## config.mk

```make
export PLATFORM = sky130hd
export DESIGN_NAME = game_sprite_spawner
export DESIGN_NICKNAME = d
export VERILOG_FILES = /design/src/rtl/game_pkg.sv /design/src/rtl/game_lfsr16.sv /design/src/rtl/game_sprite_spawner.sv
export SDC_FILE = /design/constraint.sdc
export NUM_CORES = 1
export LEC_CHECK = 0
export ABC_CLOCK_PERIOD_IN_PS = 2150
export CORE_AREA = 2 2 54 107
export CTS_BUF_LIST = sky130_fd_sc_hd__clkbuf_8
export CTS_CLUSTER_SIZE = 30
export DETAILED_ROUTE_END_ITERATION = 10
export DIE_AREA = 0 0 56 109
export MAX_ROUTING_LAYER = met4
export PLACE_DENSITY = 0.76
export SLEW_MARGIN = 10
export SYNTH_ARGS = -nofsm -noshare
export SYNTH_HDL_FRONTEND = slang
export SYNTH_SLANG_ARGS = --single-unit
```

## constraint.sdc

```tcl
create_clock -name clk -period 2.15 [get_ports clk]
set_clock_uncertainty 0.15 [all_clocks]
set_input_delay 0.3225 -clock clk [delete_from_list [all_inputs] [get_ports clk]]
set_output_delay 0.3225 -clock clk [all_outputs]
set_load 0.02 [all_outputs]
```

## src/rtl/game_pkg.sv

```systemverilog
// rtl/game_pkg.sv - shared game types: spawner states, LFSR mask and step, despawn guard length
package game_pkg;

  typedef enum logic [2:0] {
    IDLE,
    WRITE_XY,
    WRITE_DXY,
    ACTIVE,
    COOLDOWN
  } spawner_state_t;

  localparam logic [15:0] LFSR_MASK = 16'hB400;
  localparam logic [1:0]  GUARD_LEN = 2'd2;

  // Galois step: shift right, fold the mask in when a one falls off the bottom
  function automatic logic [15:0] lfsr16_next(input logic [15:0] s);
    return {1'b0, s[15:1]} ^ (s[0] ? LFSR_MASK : 16'h0000);
  endfunction

endpackage

```

## src/rtl/game_lfsr16.sv

```systemverilog
// rtl/game_lfsr16.sv - free-running 16-bit Galois LFSR shared by the random game blocks
module game_lfsr16 #(
  parameter logic [15:0] SEED = 16'hACE1
) (
  input  logic        clk,
  input  logic        rst,
  output logic [15:0] state
);
  import game_pkg::*;

  // an all-zero LFSR would lock up, so a zero seed starts from 1
  localparam logic [15:0] RESET_VALUE = (SEED == 16'h0000) ? 16'h0001 : SEED;

  always_ff @(posedge clk or posedge rst) begin
    if (rst) begin
      state <= RESET_VALUE;
    end else begin
      state <= lfsr16_next(state);
    end
  end

endmodule

```

## src/rtl/game_sprite_spawner.sv

```systemverilog
// rtl/game_sprite_spawner.sv - spawn/despawn/respawn driver for one sprite; GAME_SPRITE_SPAWNER_RANDOM_DX_EN randomises dx
module game_sprite_spawner #(
  parameter int          SPRITE_WIDTH  = 16,
  parameter int          DX_WIDTH      = 2,
  parameter int          DY_WIDTH      = 2,
  parameter int          DX_INIT       = 0,
  parameter int          DY_INIT       = 1,
  parameter int          SPAWN_Y       = 0,
  parameter int          RESPAWN_DELAY = 1000,
  parameter logic [15:0] SEED          = 16'hACE1,
  parameter int          screen_width  = 640,
  parameter int          screen_height = 480,
  parameter int          w_x           = $clog2(screen_width),
  parameter int          w_y           = $clog2(screen_height)
) (
  input  logic                clk,
  input  logic                rst,
  input  logic                enable,
  input  logic                hit,
  input  logic                sprite_within_screen,
  output logic                sprite_write_xy,
  output logic                sprite_write_dxy,
  output logic [w_x-1:0]      sprite_write_x,
  output logic [w_y-1:0]      sprite_write_y,
  output logic [DX_WIDTH-1:0] sprite_write_dx,
  output logic [DY_WIDTH-1:0] sprite_write_dy,
  output logic                sprite_enable_update,
  output logic [7:0]          spawn_count
);
  import game_pkg::*;

  localparam int            CW        = (RESPAWN_DELAY > 1) ? $clog2(RESPAWN_DELAY) : 1;
  localparam logic [CW-1:0] COOL_LOAD = CW'(RESPAWN_DELAY - 1);
  localparam logic [w_x:0]  X_MAX     = (w_x + 1)'(screen_width - SPRITE_WIDTH);
  localparam logic [w_x-1:0] X_WRAP   = w_x'(screen_width - SPRITE_WIDTH + 1);

  spawner_state_t state;
  logic [CW-1:0]  cool_cnt;
  logic [1:0]     guard_cnt;
  logic [15:0]    lfsr;
  logic [w_x-1:0] lfsr_x;
  logic [w_x-1:0] spawn_x;
  logic [DX_WIDTH-1:0] spawn_dx;
  logic           spawn_now;
  logic           despawn;
  logic           unused_lfsr;

  game_lfsr16 #(
    .SEED (SEED)
  ) u_lfsr (
    .clk   (clk),
    .rst   (rst),
    .state (lfsr)
  );

  // a single conditional subtraction folds the raw value onto 0..M because 2*(M+1) covers the raw range
  assign lfsr_x  = lfsr[w_x-1:0];
  assign spawn_x = ({1'b0, lfsr_x} <= X_MAX) ? lfsr_x : lfsr_x - X_WRAP;

`ifdef GAME_SPRITE_SPAWNER_RANDOM_DX_EN
  assign spawn_dx = lfsr[15 -: DX_WIDTH];
`else
  assign spawn_dx = DX_WIDTH'(DX_INIT);
`endif

  assign unused_lfsr = ^lfsr;

  assign spawn_now = (state == IDLE) || (state == COOLDOWN && cool_cnt == '0);
  // right after motion starts the sprite may still report the previous life's off-screen status
  assign despawn   = hit || (guard_cnt == GUARD_LEN && !sprite_within_screen);

  always_ff @(posedge clk or posedge rst) begin
    if (rst) begin
      state                <= IDLE;
      cool_cnt             <= '0;
      guard_cnt            <= '0;
      sprite_write_xy      <= 1'b0;
      sprite_write_dxy     <= 1'b0;
      sprite_write_x       <= '0;
      sprite_write_y       <= '0;
      sprite_write_dx      <= '0;
      sprite_write_dy      <= '0;
      sprite_enable_update <= 1'b0;
      spawn_count          <= '0;
    end else if (!enable) begin
      state                <= IDLE;
      sprite_write_xy      <= 1'b0;
      sprite_write_dxy     <= 1'b0;
      sprite_enable_update <= 1'b0;
    end else begin
      sprite_write_xy  <= 1'b0;
      sprite_write_dxy <= 1'b0;
      if (spawn_now) begin
        state           <= WRITE_XY;
        sprite_write_xy <= 1'b1;
        sprite_write_x  <= spawn_x;
        sprite_write_y  <= w_y'(SPAWN_Y);
        if (spawn_count != 8'hFF) begin
          spawn_count <= spawn_count + 8'd1;
        end
      end else begin
        case (state)
          WRITE_XY: begin
            state            <= WRITE_DXY;
            sprite_write_dxy <= 1'b1;
            sprite_write_dx  <= spawn_dx;
            sprite_write_dy  <= DY_WIDTH'(DY_INIT);
          end
          WRITE_DXY: begin
            state                <= ACTIVE;
            sprite_enable_update <= 1'b1;
            guard_cnt            <= '0;
          end
          ACTIVE: begin
            if (guard_cnt != GUARD_LEN) begin
              guard_cnt <= guard_cnt + 2'd1;
            end
            if (despawn) begin
              state                <= COOLDOWN;
              sprite_enable_update <= 1'b0;
              cool_cnt             <= COOL_LOAD;
            end
          end
          COOLDOWN: begin
            cool_cnt <= cool_cnt - CW'(1);
          end
          default: begin
            state <= IDLE;
          end
        endcase
      end
    end
  end

endmodule

```

==> results of run 1 <==
stage by stage:
step | instance area, um2 | total power [uW]
finish | 3310 | 3410
detailed placement | 3070 | 2690
global route | 3310 | 3630
global placement | 3070 | 2640
floorplan | 2640 | 2170
CTS | 3170 | 3270
worst paths after layout:
kind,slack (ns),endpoint,cells after the start
worst max register to register,-0.07,spawn_count[4]$_DFFE_PP0P_,8
min in group clk,0.22,u_lfsr.state[11]$_DFF_PP1_,0
worst min register to register,0.22,u_lfsr.state[11]$_DFF_PP1_,0
worst max-delay path,-0.07,spawn_count[4]$_DFFE_PP0P_,8
worst min-delay path,0.06,u_lfsr.state[4]$_DFF_PP0_,2
max in group asynchronous,1.27,u_lfsr.state[0]$_DFF_PP1_,3
power by group through the flow:
stage / Sequential, uW / Clock [uW] / Combinational [uW]
6_report: 1460 / 559 / 1390
5_1_grt: 1500 / 613 / 1510
3_3_place_gp: 1460 / 0 / 1180
3_5_place_dp: 1470 / 0 / 1220
4_1_cts: 1460 / 582 / 1230
2_1_floorplan: 1580 / 0 / 588
cell usage in the layout, fill, tap and decap left out, types with 6 or more instances in the layout:
cell type and n:
sky130_fd_sc_hd__inv_1 11, sky130_fd_sc_hd__conb_1 12, sky130_fd_sc_hd__a21oi_1 13, sky130_fd_sc_hd__dfstp_2 8
sky130_fd_sc_hd__clkdlybuf4s50_1 26, sky130_fd_sc_hd__o21ai_0 11, sky130_fd_sc_hd__nor2_1 11, sky130_fd_sc_hd__nand2_1 12
sky130_fd_sc_hd__dfrtp_1 45, sky130_fd_sc_hd__xnor2_1 9, sky130_fd_sc_hd__buf_4 26, sky130_fd_sc_hd__nand3_1 6
layout make-up:
class,count,area (um2)
clock buffer,5,68.8
clock inverter,3,21.3
fill,447,2020
inverter,15,56.3
multi-input combinational,169,1220
sequential,53,1340
tap,60,75.1
timing repair buffer,58,526
flip-flops by register name, indices dropped and copies added (netlist names), 2 cells and up:
register        cells
u_lfsr.state       16
cool_cnt           10
sprite_write_x     10
spawn_count         8
state               3
guard_cnt           2
critical path, cell delays in order (launching register included):
cell and delay, ns:
sky130_fd_sc_hd__dfrtp_1 0.40, sky130_fd_sc_hd__inv_2 0.09, sky130_fd_sc_hd__ha_4 0.13, sky130_fd_sc_hd__or4b_4 0.49
sky130_fd_sc_hd__o31ai_4 0.32, sky130_fd_sc_hd__buf_4 0.18, sky130_fd_sc_hd__buf_6 0.12, sky130_fd_sc_hd__nand4_1 0.11
sky130_fd_sc_hd__xnor2_1 0.14
layer usage:
layer | GRT usage (%) | routed length [um] | up-vias
li1 | - | - | 980
met1 | 24.9 | 2410 | 996
met2 | 30.3 | 2770 | 55
met3 | 2.85 | 229 | 6
met4 | 5.78 | 66 | 0
met5 | - | 0 | -
kinds of logic (layout without fill, tap and decap cells):
| group | after synthesis | count (layout) |
|---|---|---|
| buf+inv | 31 | 81 |
| compound gates | 63 | 63 |
| other cells | 1 | 12 |
| xor+xnor | 12 | 12 |
| simple gates | 70 | 70 |
| mux | 7 | 7 |
| fa+ha+maj | 5 | 5 |
| flops | 53 | 53 |
what timing repair did:
item                                    CTS  global route
buffers inserted                          1             4
resized for setup                         0            26
gates cloned                              0             1
endpoints found under the setup margin    6            27
pin swaps                                 1            10
==> flow_metrics.env, run 1 <==
export IMPL_numPortBuffers=26
export IMPL_critPathCaptureType="flop"
export IMPL_synth_largest_area_cell="sky130_fd_sc_hd__dfrtp_1"
export IMPL_drt_vias_per_instance=5.61
export IMPL_synth_enable_flop_cells=0
export IMPL_clock_power_share_pct=16.4
export IMPL_status="finished with violations"
export IMPL_synth_top_area_share_pct=43.5
export IMPL_violations="negative setup slack"
export IMPL_syn_mean_instance_area_um2=10.7
export IMPL_grt_overflow_total=0
export IMPL_chipHeight_um=109
export IMPL_timing_final_crit_share_pct=103
export IMPL_max_freq_mhz=451
export IMPL_intPower_uw=2140
export IMPL_grt_antenna_before_repair=0
export IMPL_synth_cell_type_count=53
export IMPL_data_arrival_at_the_endpoint_of_the_critical_path_ns=2.28
export IMPL_power_frac_comb_pct=40.8
export IMPL_syn_inst=242
export IMPL_numPlacedInstances=349
export IMPL_timing_critical_path_required_ns=2.21
export IMPL_place_detailed_hpwl_um=3840
export IMPL_worst_skew_pair_late_latency_ns=0.31
export IMPL_largest_net_degree_at_the_start_of_global_routing=31
export IMPL_synth_simple_gate_area_share_pct=15.4
export IMPL_cts_sink_count=53
export IMPL_postRouteAntennaNets=0
export IMPL_most_area_consuming_cells_after_synthesis="sky130_fd_sc_hd__dfrtp_1 44%, sky130_fd_sc_hd__dfstp_2 8.1%, sky130_fd_sc_hd__buf_4 3.5%"
export IMPL_floorplan_initialDensity_pct=48.6
export IMPL_post_route_drc_count=0
export IMPL_post_route_min_period_ns=2.22
export IMPL_power_density_nw_per_um2=1030
export IMPL_rsz0062_at_grt="true"
export IMPL_yosys_most_used_dff="sky130_fd_sc_hd__dfrtp_1"
export IMPL_core_util_final_pct=62.1
export IMPL_core_region_area_um2=5330
export IMPL_die_area_um2=6100
export IMPL_worst_ir_drop_vdd_mv=0.833
export IMPL_yosys_register_bits=53
export IMPL_cap_viol_max_count=0
export IMPL_syn2layout_area_growth_pct=27.9
export IMPL_pre_cts_ws_ns=-0.0223
export IMPL_crit_reg2reg_launch="cool_cnt[0]$_DFFE_PP0P_"
export IMPL_async_flop_share_pct=100
export IMPL_cts_root_to_sink_buffers=2
export IMPL_power_switching_share_pct=37.2
export IMPL_cellLeakagePower_uw=0.00145
export IMPL_p_switching_uw=1270
export IMPL_drt_initial_drc_count=42
export IMPL_finalSetupViolCount=15
export IMPL_worstSetupStartpoint="cool_cnt[0]$_DFFE_PP0P_"
export IMPL_routabilityCongestion=0.898
export IMPL_post_layout_instance_count_excluding_filler_cells=363
export IMPL_chipWidth_um=56
export IMPL_grt_util_all_layers_pct=18.9
export IMPL_maxSlewHeadroom_pct=65.9
export IMPL_yosys_warn_count=0
export IMPL_grt_first_pass_wirelength_um=9000
export IMPL_timing_critical_path_fanout_max=6
export IMPL_timing_critical_path_from_type="flop"
export IMPL_cts_made_buffers=5
export IMPL_finalHoldViolations=0
export IMPL_root_buffer="sky130_fd_sc_hd__clkbuf_8"
export IMPL_fraction_of_synthesized_cell_area_in_xor_and_xnor_cells_pct=4.06
export IMPL_tritoncts="yes"
export IMPL_aggregate_routed_wire_length_um=5480
export IMPL_netlist_area_um2=2590
export IMPL_cts_clk_slew_worst_paths_ns=0.10
export IMPL_routed_wire_length_per_instance_um=15.1
export IMPL_synth_yosys_seq_area_share_pct=51.6
export IMPL_worst_hold_path_type="primary input to async pin"
export IMPL_drt_first_pass_iters=4
export IMPL_adder_cell_fraction_of_synth_area_pct=2.42
export IMPL_route_vias_total=2037
export IMPL_synth_commonest_cells="45 x sky130_fd_sc_hd__dfrtp_1, 15 x sky130_fd_sc_hd__a21oi_1, 14 x sky130_fd_sc_hd__inv_1"
export IMPL_ioPinCount=39
export IMPL_post_synth_mux_area_share_pct=2.95
export IMPL_totalNegativeSetupSlack_ns=-0.598
export IMPL_tightestPinTransition_ns=0.507
export IMPL_worst_slack_ns=-0.0692
export IMPL_rows=38
export IMPL_synth_most_common_cell="sky130_fd_sc_hd__dfrtp_1"
export IMPL_power_share_sequential_pct=42.8
export IMPL_cts_htree_levels=2
export IMPL_cts_hold_buf=0
export IMPL_slew_viol_final=0
export IMPL_final_net_count=312
export IMPL_n_antenna_cell=0
export IMPL_layout_drive_gt1_share_pct=25.4
export IMPL_synth_compound_gate_area_share_pct=17.1
export IMPL_worstSetupPathType="flop to flop"
export IMPL_largest_family_of_logic_cells_by_synthesized_area="compound AO/OA/AOI/OAI gates"
export IMPL_hold_slack_ns=0.0643
export IMPL_first_global_vias=1952
Note: power is estimated with default switching activity, not from simulation.
==> run 2, diff against run 1 <==
--- a/config.mk
+++ b/config.mk
@@ -6,13 +6,13 @@
 export NUM_CORES = 1
 export LEC_CHECK = 0
 export ABC_CLOCK_PERIOD_IN_PS = 2150
-export CORE_AREA = 2 2 54 107
-export CTS_BUF_LIST = sky130_fd_sc_hd__clkbuf_8
+export CORE_AREA = 8 8 61 115
+export CTS_BUF_LIST = sky130_fd_sc_hd__clkbuf_16
 export CTS_CLUSTER_SIZE = 30
 export DETAILED_ROUTE_END_ITERATION = 10
-export DIE_AREA = 0 0 56 109
+export DIE_AREA = 0 0 69 123
 export MAX_ROUTING_LAYER = met4
-export PLACE_DENSITY = 0.76
+export PLACE_DENSITY = 0.78
 export SLEW_MARGIN = 10
 export SYNTH_ARGS = -nofsm -noshare
 export SYNTH_HDL_FRONTEND = slang
==> flow_metrics.env, run 2 (synthesis gave the netlist of run 1 again) <==
export IMPL_data_arrival_at_the_endpoint_of_the_critical_path_ns=2.18
export IMPL_timing_critical_path_required_ns=2.18
export IMPL_routabilityCongestion=0.906
export IMPL_cts_root_to_sink_buffers=2
export IMPL_hold_slack_ns=0.163
export IMPL_core_util_final_pct=59.4
export IMPL_chipHeight_um=123
export IMPL_ioPinCount=39
export IMPL_worst_slack_ns=-0.00222
export IMPL_cap_viol_max_count=0
export IMPL_critPathCaptureType="flop"
export IMPL_timing_critical_path_cells="inv_2 -> ha_4 -> or4b_4 -> o31ai_4 -> a221o_2 -> inv_2 -> a22o_1"
export IMPL_crit_slowest_cell="sky130_fd_sc_hd__or4b_4"
export IMPL_maxSlewHeadroom_pct=65.0
export IMPL_grt_first_pass_wirelength_um=9500
export IMPL_die_area_um2=8490
export IMPL_worst_skew_pair_late_latency_ns=0.29
export IMPL_path_common_cell="sky130_fd_sc_hd__inv_2"
export IMPL_cellLeakagePower_uw=0.00144
export IMPL_post_route_drc_count=0
export IMPL_grt_util_all_layers_pct=13.7
export IMPL_n_antenna_cell=0
export IMPL_grt_antenna_before_repair=0
export IMPL_r2r_end="cool_cnt[6]$_DFFE_PP0P_"
export IMPL_cts_htree_levels=2
export IMPL_finalHoldViolations=0
export IMPL_cts_hold_buf=0
export IMPL_status="finished with violations"
export IMPL_worstSetupPathType="flop to flop"
export IMPL_numPortBuffers=26
export IMPL_post_layout_instance_count_excluding_filler_cells=359
export IMPL_timing_critical_path_fanout_max=5
export IMPL_aggregate_routed_wire_length_um=5720
export IMPL_power_density_nw_per_um2=1120
export IMPL_violations="negative setup slack"
export IMPL_max_freq_mhz=465
export IMPL_finalSetupViolCount=2
export IMPL_syn2layout_area_growth_pct=27.7
export IMPL_largest_reg_flops=16
export IMPL_largest_net_degree_at_the_start_of_global_routing=40
export IMPL_place_detailed_hpwl_um=4210
export IMPL_timing_final_crit_share_pct=100
export IMPL_biggestRegsByFlops="u_lfsr.state (16), cool_cnt (10), sprite_write_x (10)"
export IMPL_tightestPinTransition_ns=0.521
export IMPL_tritoncts="yes"
export IMPL_slew_viol_final=0
export IMPL_core_region_area_um2=5560
export IMPL_cts_made_buffers=5
export IMPL_post_route_min_period_ns=2.15
export IMPL_postRouteAntennaNets=0
export IMPL_final_net_count=307
export IMPL_totalNegativeSetupSlack_ns=-0.00365
export IMPL_chipWidth_um=69
export IMPL_fill_cells=459
export IMPL_drt_first_pass_iters=4
export IMPL_routed_wire_length_per_instance_um=15.9
export IMPL_cts_sink_count=53
export IMPL_rsz0062_at_grt="true"
export IMPL_cts_clk_slew_worst_paths_ns=0.07
export IMPL_root_buffer="sky130_fd_sc_hd__clkbuf_16"
export IMPL_worst_ir_drop_vdd_mv=0.874
export IMPL_timing_critical_path_from_type="flop"
export IMPL_drt_vias_per_instance=5.66
export IMPL_numPlacedInstances=349
export IMPL_crit_reg2reg_launch="cool_cnt[0]$_DFFE_PP0P_"
export IMPL_layout_cells_most_common_list="45 x sky130_fd_sc_hd__dfrtp_1, 26 x sky130_fd_sc_hd__clkdlybuf4s50_1, 25 x sky130_fd_sc_hd__buf_4, 14 x sky130_fd_sc_hd__a21oi_1"
export IMPL_crit_path_max_incr_delay_ns=0.48
export IMPL_route_vias_total=2033
export IMPL_worst_hold_path_type="primary input to async pin"
export IMPL_top_register="u_lfsr.state"
export IMPL_floorplan_initialDensity_pct=46.5
export IMPL_grt_overflow_total=0
export IMPL_final_common_cell="sky130_fd_sc_hd__dfrtp_1"
export IMPL_rows=39
export IMPL_ff2ff_path_depth=7
export IMPL_drt_initial_drc_count=139
export IMPL_layout_drive_gt1_share_pct=22.5
export IMPL_first_global_vias=2042
export IMPL_regToRegSetupSlack_ns=-0.002
## run 2: changes by cell type in the layout (fill, tap and decap cells not counted), sizes merged
cell / previous run / this run
bufinv: 0 / 1
inv: 16 / 15
buf: 32 / 27
## run 2: cell type report
type / instances / area, um2 / share of cell area, %
Timing Repair Buffer: 53 / 479 / 14.5
Sequential cell: 53 / 1340 / 40.5
Clock inverter: 3 / 46.3 / 1.40
Inverter: 15 / 56.3 / 1.70
Tap cell: 61 / 76.3 / 2.31
Multi-Input combinational cell: 169 / 1180 / 35.8
Clock buffer: 5 / 125 / 3.79
## run 2: critical path, delay by kind of cell (launching register included)
family / cells / cell delay (ns)
AND/OR/NAND/NOR: 1 / 0.48
flip-flops: 1 / 0.39
AO/OA/AOI/OAI: 3 / 0.77
adder cells (fa/ha/maj): 1 / 0.12
buffers and inverters: 2 / 0.15
## run 2: worst max-delay path by stage
| stage | start | end | slack [ns] | cells past startpoint |
|---|---|---|---|---|
| after floorplan | cool_cnt[0]$_DFFE_PP0P_ | spawn_count[6]$_DFFE_PP0P_ | -0.03 | 6 |
| after global placement | cool_cnt[0]$_DFFE_PP0P_ | spawn_count[6]$_DFFE_PP0P_ | 0.03 | 6 |
| after detailed placement | cool_cnt[0]$_DFFE_PP0P_ | spawn_count[6]$_DFFE_PP0P_ | -0.009 | 6 |
| after CTS | cool_cnt[0]$_DFFE_PP0P_ | spawn_count[3]$_DFFE_PP0P_ | -0.01 | 7 |
| after global routing | cool_cnt[0]$_DFFE_PP0P_ | spawn_count[3]$_DFFE_PP0P_ | -0.07 | 7 |
| final | cool_cnt[0]$_DFFE_PP0P_ | cool_cnt[6]$_DFFE_PP0P_ | -0.002 | 7 |
## run 2: layer usage
metal	wire, um	GRT usage (%)	share of wire (%)	vias to the layer above
met1	2500	16.0	44	1002
met3	250	3.53	4.4	8
met5	0	-	0	-
met4	70	4.65	1.2	0
li1	-	-	-	971
met2	2900	22.3	51	52
## run 2: through the flow
stage | power (uW) | setup slack, ns | area, um2
6_report | 3700 | -0.00222 | 3300
5_1_grt | 3910 | -0.0692 | 3300
4_1_cts | 3670 | -0.0108 | 3250
3_5_place_dp | 2730 | -0.00852 | 3070
3_3_place_gp | 2670 | 0.0324 | 3070
2_1_floorplan | 2170 | -0.0336 | 2640
## run 2: timing repair
action / 4_1_cts / 5_1_grt
endpoints found under the setup margin: 7 / 25
hold endpoints to repair: 0 / 0
resized for setup: 2 / 16
pin swaps: 0 / 4
setup buffers: 1 / 1
## run 2: power by group
group          total [uW]  leakage (uW)  switching, uW  internal, uW
Sequential           1470      0.000657            245          1230
Clock                 908     0.0000800            357           551
Combinational        1320      0.000708            681           636
Total                3700       0.00144           1280          2410
==> run 3, diff against run 2 <==
--- a/config.mk
+++ b/config.mk
@@ -5,6 +5,7 @@
 export SDC_FILE = /design/constraint.sdc
 export NUM_CORES = 1
 export LEC_CHECK = 0
+export ABC_AREA = 0
 export ABC_CLOCK_PERIOD_IN_PS = 2150
 export CORE_AREA = 8 8 61 115
 export CTS_BUF_LIST = sky130_fd_sc_hd__clkbuf_16
==> results of run 3 <==
Same layout as run 2: the final DEF is identical, and so are final timing and power.
